<file path="src/rtl/vx_wb_arbiter.sv">
// vx_wb_arbiter -- writeback arbiter between the execute units and the
// scoreboard / operand register file.
//
// Picks at most one result beat per cycle from NUM_INPUTS execute-unit ports
// using round-robin priority. Once a unit starts a multi-beat packet (eop=0)
// the arbiter stays locked to that unit until its eop=1 beat is accepted.
// The chosen beat is registered onto out_data one cycle later. out_valid is
// raised only for beats that carry wb=1. There is no downstream backpressure.
//
// Ports:
//   clk          rising-edge clock
//   reset        synchronous, active-high reset
//   in_valid     [NUM_INPUTS]        per-unit result beat valid
//   in_data      [NUM_INPUTS*DATAW]  per-unit beat, unit i at [i*DATAW +: DATAW]
//   in_ready     [NUM_INPUTS]        per-unit accept, one-hot or zero
//   out_valid                        writeback beat valid
//   out_data     [DATAW]             registered writeback beat
//   perf_commits [PERF_CTR_BITS]     (WB_ARB_PERF_EN only) accepted eop=1 beats
//   perf_stalls  [PERF_CTR_BITS]     (WB_ARB_PERF_EN only) cycles with a valid
//                                    input left unaccepted
//
// Build option: define WB_ARB_PERF_EN to add the two performance counters.
//
// Beat layout, MSB to LSB: uuid, wid, PC, tmask, rd, wb, data, eop.
//
// state     | meaning
// ----------+-------------------------------------------------------------
// ST_OPEN   | no packet in flight; round-robin search from last_grant+1
// ST_LOCKED | packet in flight from lock_idx; only that unit is eligible

`ifndef XLEN
`define XLEN 32
`endif
`ifndef NUM_THREADS
`define NUM_THREADS 4
`endif
`ifndef UUID_WIDTH
`define UUID_WIDTH 44
`endif
`ifndef NW_BITS
`define NW_BITS 2
`endif
`ifndef NR_BITS
`define NR_BITS 5
`endif
`ifndef PERF_CTR_BITS
`define PERF_CTR_BITS 44
`endif

module vx_wb_arbiter #(
  parameter int CORE_ID    = 0,
  parameter int NUM_INPUTS = 4,
  parameter int THREAD_CNT = `NUM_THREADS,
  localparam int DATAW = `UUID_WIDTH + `NW_BITS + `XLEN + THREAD_CNT + `NR_BITS
                         + 1 + THREAD_CNT * `XLEN + 1
) (
  input  logic                        clk,
  input  logic                        reset,
  input  logic [NUM_INPUTS-1:0]       in_valid,
  input  logic [NUM_INPUTS*DATAW-1:0] in_data,
  output logic [NUM_INPUTS-1:0]       in_ready,
  output logic                        out_valid,
  output logic [DATAW-1:0]            out_data
`ifdef WB_ARB_PERF_EN
  ,
  output logic [`PERF_CTR_BITS-1:0]   perf_commits,
  output logic [`PERF_CTR_BITS-1:0]   perf_stalls
`endif
);

  localparam int IDXW   = (NUM_INPUTS > 1) ? $clog2(NUM_INPUTS) : 1;
  localparam int WB_BIT = THREAD_CNT * `XLEN + 1;

  // CORE_ID only tags this instance for debug; it is folded into the
  // elaboration check so an illegal configuration stops the build.
  if (NUM_INPUTS < 2 || NUM_INPUTS > 8 || CORE_ID < 0) begin : g_bad_params
    $error("vx_wb_arbiter: NUM_INPUTS must be 2..8 and CORE_ID non-negative");
  end

  typedef enum logic {
    ST_OPEN,
    ST_LOCKED
  } state_e;

  state_e                state;
  logic [IDXW-1:0]       last_grant;
  logic [IDXW-1:0]       lock_idx;
  logic [IDXW-1:0]       grant_idx;
  logic                  grant_found;
  logic                  fire;
  logic [NUM_INPUTS-1:0] grant_oh;
  logic [DATAW-1:0]      fire_data;

  function automatic logic [IDXW-1:0] rr_idx(input logic [IDXW-1:0] base,
                                             input int k);
    int s;
    s = (int'(base) + 1 + k) % NUM_INPUTS;
    return s[IDXW-1:0];
  endfunction

  // While locked, a missing beat from the owner leaves the port idle rather
  // than letting another unit interleave into the packet.
  always_comb begin
    grant_found = 1'b0;
    grant_idx   = '0;
    if (state == ST_LOCKED) begin
      grant_idx   = lock_idx;
      grant_found = in_valid[lock_idx];
    end else begin
      for (int k = 0; k < NUM_INPUTS; k++) begin
        if (!grant_found && in_valid[rr_idx(last_grant, k)]) begin
          grant_found = 1'b1;
          grant_idx   = rr_idx(last_grant, k);
        end
      end
    end
  end

  // Nothing is accepted in a reset cycle, so a packet cut by reset is dropped.
  assign fire      = grant_found && !reset;
  assign fire_data = in_data[int'(grant_idx)*DATAW +: DATAW];

  always_comb begin
    grant_oh = '0;
    if (fire) begin
      grant_oh[grant_idx] = 1'b1;
    end
  end

  assign in_ready = grant_oh;

  always_ff @(posedge clk) begin
    if (reset) begin
      state      <= ST_OPEN;
      lock_idx   <= '0;
      last_grant <= IDXW'(NUM_INPUTS - 1);
      out_valid  <= 1'b0;
      out_data   <= '0;
    end else begin
      out_valid <= fire && fire_data[WB_BIT];
      if (fire) begin
        // wb=0 beats still land in out_data; only out_valid stays low.
        out_data   <= fire_data;
        last_grant <= grant_idx;
        if (fire_data[0]) begin
          state <= ST_OPEN;
        end else begin
          state    <= ST_LOCKED;
          lock_idx <= grant_idx;
        end
      end
    end
  end

`ifdef WB_ARB_PERF_EN
  localparam int PCW = `PERF_CTR_BITS;

  logic stall_cycle;
  assign stall_cycle = |(in_valid & ~in_ready);

  always_ff @(posedge clk) begin
    if (reset) begin
      perf_commits <= '0;
      perf_stalls  <= '0;
    end else begin
      if (fire && fire_data[0]) begin
        perf_commits <= perf_commits + PCW'(1);
      end
      if (stall_cycle) begin
        perf_stalls <= perf_stalls + PCW'(1);
      end
    end
  end
`endif

endmodule

</file>
<file path="config.mk">
export PLATFORM = sky130hd
export DESIGN_NAME = vx_wb_arbiter
export DESIGN_NICKNAME = d
export VERILOG_FILES = /design/src/rtl/vx_wb_arbiter.sv
export SDC_FILE = /design/constraint.sdc
export NUM_CORES = 1
export LEC_CHECK = 0
export CAP_MARGIN = 15
export CORE_AREA = 2 2 424 426
export CTS_BUF_LIST = sky130_fd_sc_hd__clkbuf_2
export DETAILED_ROUTE_END_ITERATION = 16
export DIE_AREA = 0 0 426 428
export GPL_TIMING_DRIVEN = 0
export PLACE_DENSITY_LB_ADDON = 0.15
export SLEW_MARGIN = 5
export SYNTH_ARGS = -nofsm -noshare
export SYNTH_HDL_FRONTEND = slang
export SYNTH_SLANG_ARGS = --single-unit
</file>
<file path="constraint.sdc">
create_clock -name clk -period 4 [get_ports clk]
set_clock_uncertainty 0.2 [all_clocks]
set_input_delay 0.8 -clock clk [delete_from_list [all_inputs] [get_ports clk]]
set_output_delay 0.8 -clock clk [all_outputs]
set_load 0.03 [all_outputs]
</file>
# == Word level (Yosys, flattened, before mapping) ==
# Cells that the tools add are included.
# Widths: inputs -> output; s select.
# word_totals
inputBits,874
elab_cells,57
out_inout_bits,222
reg_bits,223
# classes
addsub,4
reduce_logical,11
bitwise_logic,1
n_mul,1
n_lt_le_gt_ge,7
shift,1
muxes,27
# ops
operator,count
$shiftx 868x11->217,1
$lt 2x3->1 const B,6
$mux 1,15
$bmux 1 s2,5
$mul 2x8->10 const B,1
$mux 2,5
$add 2x2->2 const B,3
$logic_and 1x1->1,6
$logic_not 1->1,4
$mux 4,1
$add 2x1->2 const B,1
$demux 1 s2,1
$ge 2x1->1 const B,1
$reduce_and 2->1,1
$not 1->1,1

# == Longest topological paths before layout ==
# Gate-level depths: netlist of the first run.
# depth
word_depth,22
depth_mapped,10
depth_no_buf,6

# == Worst setup path after synthesis of the first run ==
# Ideal clock, no wire load.
# synth_timing
path_type,input to output
start,input reset
end,output in_ready[3]
t_arrival_ns,2.328
stages,7
slack_ns,0.672
required_ns,3.000
cell_sequence,buf_1 a21oi_1 nand2_1 o32a_1 buf_2 buf_1 nor2_1
# synth_between
elab_chain_len,3
# synth_rtl
item,line_no,source
from (decl),58,"input logic reset,"
$logic_not 1->1,120,assign fire = grant_found && !reset;
$logic_and 1x1->1,120,
$mux 4,125,if (fire) begin
to (decl),61,"output logic [NUM_INPUTS-1:0] in_ready,"
# Every way passes these cells.

# == Worst setup path after layout of the first run ==
# layout_timing
start,register lock_idx[1]
end,output in_ready[0]
# layout_between
elab_chain_len,6
# layout_rtl
item,line_no,source
from (decl),87,logic [IDXW-1:0] lock_idx;
from (signal assigned),149,lock_idx <= grant_idx;
$mux 2,106,if (state == ST_LOCKED) begin
$lt 2x3->1 (implied by the code) or $ge 2x1->1 (tied branches),126,grant_oh[grant_idx] = 1'b1;
$logic_and 1x1->1 (implied by the code),126,
$mux 1 (implied by the code),126,
$demux 1 s2,126,
$mux 4 (*),125,
# Every way passes the cells marked *; elsewhere a longest branch is shown, timed or not. The select of a mux whose other input is x is not followed.

==> metrics.md, run 1 <==
| Metric | Value |
|---|---|
| Mapped cell area | around 13000 µm² |
| Wire length of the first global-routing pass | approximately 170000 µm |
| Hold Path Class | register to register |
| Final Cycle Share | between 90 and 100% |
| I/O Buffers | between 1k and 1.5k |
| Layout cell share with drive strength beyond 1 | 7.65% |
| Die Area | ~180000 µm² |
| CTS tree | done |
| Critical path's largest stage delay | around 0.54 ns |
| Unrepaired setup endpoints after global routing | yes |
| Critical path origin | lock_idx[1] |
| Critical Path Start Type | register |
| Switch share | ~48% |
| Syn_area_per_cell | roughly 9.8 µm² |
| Crit. End Element | output port |
| Max clock buf depth | 3 |
| Chain of cells forming the critical path | mux4_2, nand2b_4, and2_4, nand2_4, a21oi_2, buf_6 |
| # rows | about 160 |
| Largest net degree at the start of global routing | 19 |
| Worst setup margin | 0.130 ns |
| Fmax | 258 MHz |
| Final setup viols | 0 |
| WP buf/inv | 1 |
| Post-DRT Antenna Nets | 0 |
| Sequential element share of the synthesized area | between 30% and 40% |
| Slew HR | between 30% and 40% |
| Combinational share of power | roughly 70% |
| Setup WS pre-CTS | -0.832 ns |
| # IOs | between 1k and 1.5k |
| Initial DRC Count | 630 |
| Worst VDD drop | roughly 0.32 mV |
| Vias post-DR | between 15k and 20k |
| Critical path's top delay family | multiplexers |
| CP Max Fanout | 4 |
| Number of synthesized register bits | around 220 |
| Slew Viols, Final | 0 |
| Clock root cell | clkbuf_2 |
| Avg WL per Cell | approximately 23 µm |
| Worst-Skew Late Latency | 1.36 ns |
| HP Start | out_data[87] |
| Synth cell types | 36 |
| Core area | ~180000 µm² |
| Critical Path AT | ~2.9 ns |
| Height of the die | approximately 430 µm |
| Critical path's slowest cell | mux4_2 |
| Die Wd | between 400 and 500 µm |
| Via/cell ratio | ~3.3 |
| Commonest non-fill, non-tap cells in the layout | 1078 x clkdlybuf4s50_1, 766 x dlygate4sd3_1, 434 x mux2i_1, 220 x nand2_1, 220 x dfxtp_1 |
| CTS Buf Count | slightly above 80 |
| Detailed placement HPWL | about 110000 µm |
| Crit Path Class | register to output port |
| Overflow after GRT | 0 |
| Initial Utilization | 7.06% |
| Min cycle time layout | 3.87 ns |
| Worst R2R Start | last_grant[0] |
| Clock sinks | 223 |
| Max Cap Viol | 0 |
| Power Density | ~630 nW/µm² |
| Sequential share of power | around 20% |
| Clk slew on worst S/H paths | ~0.07 ns |
| Clock Power Share | 10.4% |
| NetSw | 10.6 mW |
| Gate Count Post-Synth | 1276 |
| Tot GR Track Use | roughly 14% |
| Routed WL | between 100000 and 150000 µm |
| Layout Nets | slightly above 4k |
| DR DRC count | 0 |
| Yosys warns | 0 |
| Hold Vio Cnt, Final | 0 |
| Area Growth Syn to Fin | 179% |
| Vias in the first global route | between 20k and 25k |
| Leakage power | approximately 13 nW |
| Int Power | ~12 mW |
| H-Tree Depth | 3 |
| Syn Nets | roughly 2.2k |
| Worst EP required | approximately 3.0 ns |
| DR pass1 iterations | 5 |
| Antenna violations before repair | 17 |
| Commonest non-fill, non-tap cell in the layout | clkdlybuf4s50_1 |
| Worst slew pin tran | 1.01 ns |
| Outcome | completed |
| Total power | ~22 mW |
| GP Congestion | 0.888 |
==> worst paths after layout <==
kind / endpoint / slack (ns) / cells after the start
max: in_ready[0] / 0.13 / 6
min: out_data[87] / 0.27 / 2
max reg2reg: out_data[43] / 0.25 / 9
min reg2reg: out_data[87] / 0.27 / 2
==> synthesized netlist by cell type (all sizes together) <==
master   count  area (µm²)
mux4         1        22.5
o211ai       3        22.5
dfxtp      223        4460
o32ai        2        17.5
o21a         2        15.0
buf        100         527
o21ai        4        20.0
a21oi        4        20.0
and4         1        8.76
a31oi        2        12.5
nor2         8        46.3
nor2b        4        25.0
a21o         2        15.0
mux2i      434        4340
nor3         2        10.0
and2         3        18.8
nand2      223         837
nand2b       3        18.8
or2          2        12.5
and3         1        6.26
o22ai        1        6.26
clkbuf      23        86.3
nand3b       2        15.0
nand4        2        12.5
a2bb2oi      2        23.8
o21bai       1        7.51
o2111ai      1        8.76
nand3        2        10.0
o32a         1        10.0
o221ai     216        1890
inv          1        3.75
==> power groups by stage <==
| stage | clock network (mW) | registers, mW | logic, mW |
|---|---|---|---|
| 3_3_place_gp | 0 | 4.39 | 13.2 |
| 3_5_place_dp | 0 | 4.40 | 13.1 |
| 6_report | 2.30 | 4.34 | 15.5 |
| 4_1_cts | 2.51 | 4.38 | 15.8 |
| 5_1_grt | 2.60 | 4.49 | 16.4 |
| 2_1_floorplan | 0 | 6.30 | 4.30 |
==> state kept, by name, indices dropped and copies added, names as in the netlist <==
register and count:
out_valid 1, lock_idx 2, out_data 217, state 1
last_grant 2
==> logic make-up (layout without fill, tap and decap cells) <==
| family | after synthesis | after routing | share of synthesized area (%) |
|---|---|---|---|
| mux | 435 | 435 | 34.8 |
| simple gates | 253 | 253 | 8.14 |
| compound gates | 241 | 241 | 16.5 |
| flops | 223 | 223 | 35.6 |
| buf+inv | 124 | 2128 | 4.92 |
| other cells | 0 | 13 | 0 |
==> worst min-delay path, stage by stage, from the launching register on <==
cell	delay (ns)
dfxtp_1	0.33
nand2_1	0.05
o221ai_1	0.06
==> metrics by stage <==
step	TNS [ns]	cells	hold WS (ns)	util, %	instance area, µm²
2_1_floorplan	0	1276	0.276	-	12500
3_5_place_dp	-28.99	4725	0.246	14.9	26400
4_1_cts	-1.08	5632	0.00358	19.7	35000
3_3_place_gp	-33.33	4725	0.240	14.9	26400
5_1_grt	-0.907	5646	0.0478	19.7	35000
6_report	0	5648	0.266	19.7	35000
==> timing repair <==
item                                   in CTS  in global routing
resized for setup                          67                  8
pin swaps                                   4                  4
setup buffers                               7                  4
hold buffers                              766                  0
setup endpoints to repair                  16                 46
endpoints found under the hold margin     222                  0
==> metal layers <==
metal  up-vias  global-route usage, %  part of all wire, %
met5         -                      0                    0
met2       569                   25.4                   51
met3       103                   3.80                  6.1
met1      9151                   16.5                   41
met4         0                   2.90                  1.4
li1       8889                      -                    -
==> final cells by class <==
cell class	count	area, µm²
fill	20100	143000
timing repair buffer	1871	18700
multi-input combinational	929	7530
sequential	223	4470
tap	2355	2950
buffer	120	634
clock buffer	115	576
clock inverter	21	148
antenna	13	32.5
inverter	1	3.75
(Power assumes the default switching activity.)
==> run 2, diff against run 1 <==
--- a/config.mk
+++ b/config.mk
@@ -10,7 +10,9 @@
 export CTS_BUF_LIST = sky130_fd_sc_hd__clkbuf_2
 export DETAILED_ROUTE_END_ITERATION = 16
 export DIE_AREA = 0 0 426 428
+export GPL_ROUTABILITY_DRIVEN = 1
 export GPL_TIMING_DRIVEN = 0
+export HOLD_SLACK_MARGIN = 0.02
 export PLACE_DENSITY_LB_ADDON = 0.15
 export SLEW_MARGIN = 5
 export SYNTH_ARGS = -nofsm -noshare
==> run 2 against run 1 <==
  * Count of clock-buffer cells in the layout stayed put
  * Largest cell class unchanged
  * Sequential power hardly changed
  * Flip-flop and latch count stayed put
  * Cell count hardly changed
  * Worst hold slack hardly changed
==> metrics.md, run 2 (synthesis gave the netlist of run 1 again) <==
| Metric | Value |
|---|---|
| Min cycle time layout | 3.87 ns (+0.00383 ns) |
| Max reg flops | 217 (unchanged) |
| Leakage power | 13.4 nW (about the same) |
| Largest net degree at the start of global routing | 19 (unchanged) |
| Avg WL per Cell | 23.4 µm (about the same) |
| Clk slew on worst S/H paths | 0.07 ns (about the same) |
| Initial DRC Count | 614 (-2.5%) |
| Vias post-DR | 18.7k (+0.021%) |
| Vias in the first global route | 20.7k (+0.058%) |
| Tot GR Track Use | 14.1% (about the same) |
| Initial Utilization | 7.06% (unchanged) |
| Slew HR | 32.7% (about the same) |
| Final Cycle Share | 96.9% (about the same) |
| Detailed placement HPWL | 110000 µm (unchanged) |
| Worst setup margin | 0.126 ns (-0.00383 ns) |
| # fillers | 20.1k (-0.0099%) |
| Layout cell share with drive strength beyond 1 | 7.65% (about the same) |
| CP Max Fanout | 4 (unchanged) |
| Post-route insts no fill | 5650 (+0.035%) |
| Final setup viols | 0 (unchanged) |
| Max clock buf depth | 3 (unchanged) |
| DR pass1 iterations | 5 (unchanged) |
| Slew Viols, Final | 0 (unchanged) |
| Layout Nets | 4104 (+0.024%) |
| Crit Path Class | register to output port |
| Area Growth Syn to Fin | 179% (about the same) |
| Via/cell ratio | 3.31 (about the same) |
| Core area | 178000 µm² (unchanged) |
| Setup WS pre-CTS | -0.832 ns (unchanged) |
| Critical Path AT | 2.87 ns (about the same) |
| Hold Vio Cnt, Final | 0 (unchanged) |
| Worst-Skew Late Latency | 1.36 ns (about the same) |
| Die Area | 182000 µm² (unchanged) |
| Largest Register | out_data |
| CTS tree | done |
| H-Tree Depth | 3 (unchanged) |
| Fmax | 258 MHz (about the same) |
| Worst slew pin tran | 1.01 ns (-0.000224 ns) |
| Wire length of the first global-routing pass | 175000 µm (about the same) |
| Biggest regs | out_data: 217 flops, last_grant: 2 flops, lock_idx: 2 flops |
| Commonest non-fill, non-tap cells in the layout | 1078 x clkdlybuf4s50_1, 767 x dlygate4sd3_1, 434 x mux2i_1, 220 x nand2_1, 220 x dfxtp_1 |
| Worst VDD drop | 0.319 mV (about the same) |
| Commonest non-fill, non-tap cell in the layout | clkdlybuf4s50_1 |
| Worst EP required | 3.00 ns (about the same) |
| Antenna violations before repair | 17 (unchanged) |
| Setup TNS Final | 0 ns (unchanged) |
| Placed Instances | 4725 (unchanged) |
| Height of the die | 428 µm (unchanged) |
| R2r setup slk | 0.22 ns (-0.03 ns) |
| Crit. End Element | output port |
| Post-DRT Antenna Nets | 0 (unchanged) |
| Finished layout cell area | 35000 µm² (about the same) |
| Routed WL | 132000 µm (about the same) |
| Die Wd | 426 µm (unchanged) |
| Placed cell area | 26400 µm² (unchanged) |
| Outcome | completed |
| # IOs | 1096 (unchanged) |
| Max Cap Viol | 0 (unchanged) |
| Power Density | 632 nW/µm² (about the same) |
| Worst hold margin | 0.266 ns (-0.00000100 ns) |
| I/O Buffers | 1094 (unchanged) |
| Clock sinks | 223 (unchanged) |
| DR DRC count | 0 (unchanged) |
| Critical Path Start Type | register |
| Unrepaired setup endpoints after global routing | yes |
| CTS Buf Count | 83 (unchanged) |
| # rows | 155 (unchanged) |
| Hold Path Class | register to register |
| Clock root cell | clkbuf_2 |
| GP Congestion | 0.888 (unchanged) |
| Overflow after GRT | 0 (unchanged) |
[run 2: cell count changes in the layout (fill, tap and decap cells not counted)]
cell and change:
diode_2 +1, dlygate4sd3_1 +1
[run 2: path summary, 6_finish.rpt]
kind | depth (start not counted) | endpoint | from
setup / recovery | 6 | in_ready[0] | lock_idx[1]
hold / removal | 2 | out_data[87] | out_data[87]
setup reg to reg | 9 | out_data[43] | last_grant[0]
hold reg to reg | 2 | out_data[87] | out_data[87]
[run 2: where the power goes]
group,internal (mW),switching [mW]
clock network,0.900,1.40
registers,3.42,0.920
logic,7.23,8.27
[run 2: area by class of cell]
type | count | area [µm²] | area share [%]
multi-input combinational | 929 | 7530 | 21.5
clock inverter | 21 | 148 | 0.421
inverter | 1 | 3.75 | 0.0107
timing repair buffer | 1872 | 18700 | 53.4
sequential | 223 | 4470 | 12.8
tap | 2355 | 2950 | 8.41
clock buffer | 115 | 576 | 1.64
antenna | 14 | 35.0 | 0.100
buffer | 120 | 634 | 1.81
[run 2: timing repair]
item	4_1_cts	5_1_grt
gates resized for setup	67	8
endpoints found under the hold margin	222	0
setup buffers	7	4
hold buffers	767	0
endpoints found under the setup margin	16	46
pin swaps	4	4
[run 2: critical path, stage by stage, from the launching register on]
cell and delay [ns]:
dfxtp_4 0.36, mux4_2 0.54, nand2b_4 0.16, and2_4 0.17, nand2_4 0.09, a21oi_2 0.04
buf_6 0.15
[run 2: per-stage QoR]
stage	power, mW	utilization (%)
5_1_grt	23.5	19.7
2_1_floorplan	10.6	-
3_5_place_dp	17.5	14.9
3_3_place_gp	17.6	14.9
6_report	22.1	19.7
4_1_cts	22.7	19.7
[run 2: routing by layer]
metal | track usage, % | share of wire (%) | vias to the layer above
li1 | - | - | 8891
met1 | 16.5 | 41 | 9163
met2 | 25.4 | 51 | 560
met3 | 3.79 | 6.2 | 102
met4 | 2.90 | 1.5 | 0
met5 | 0 | 0 | -
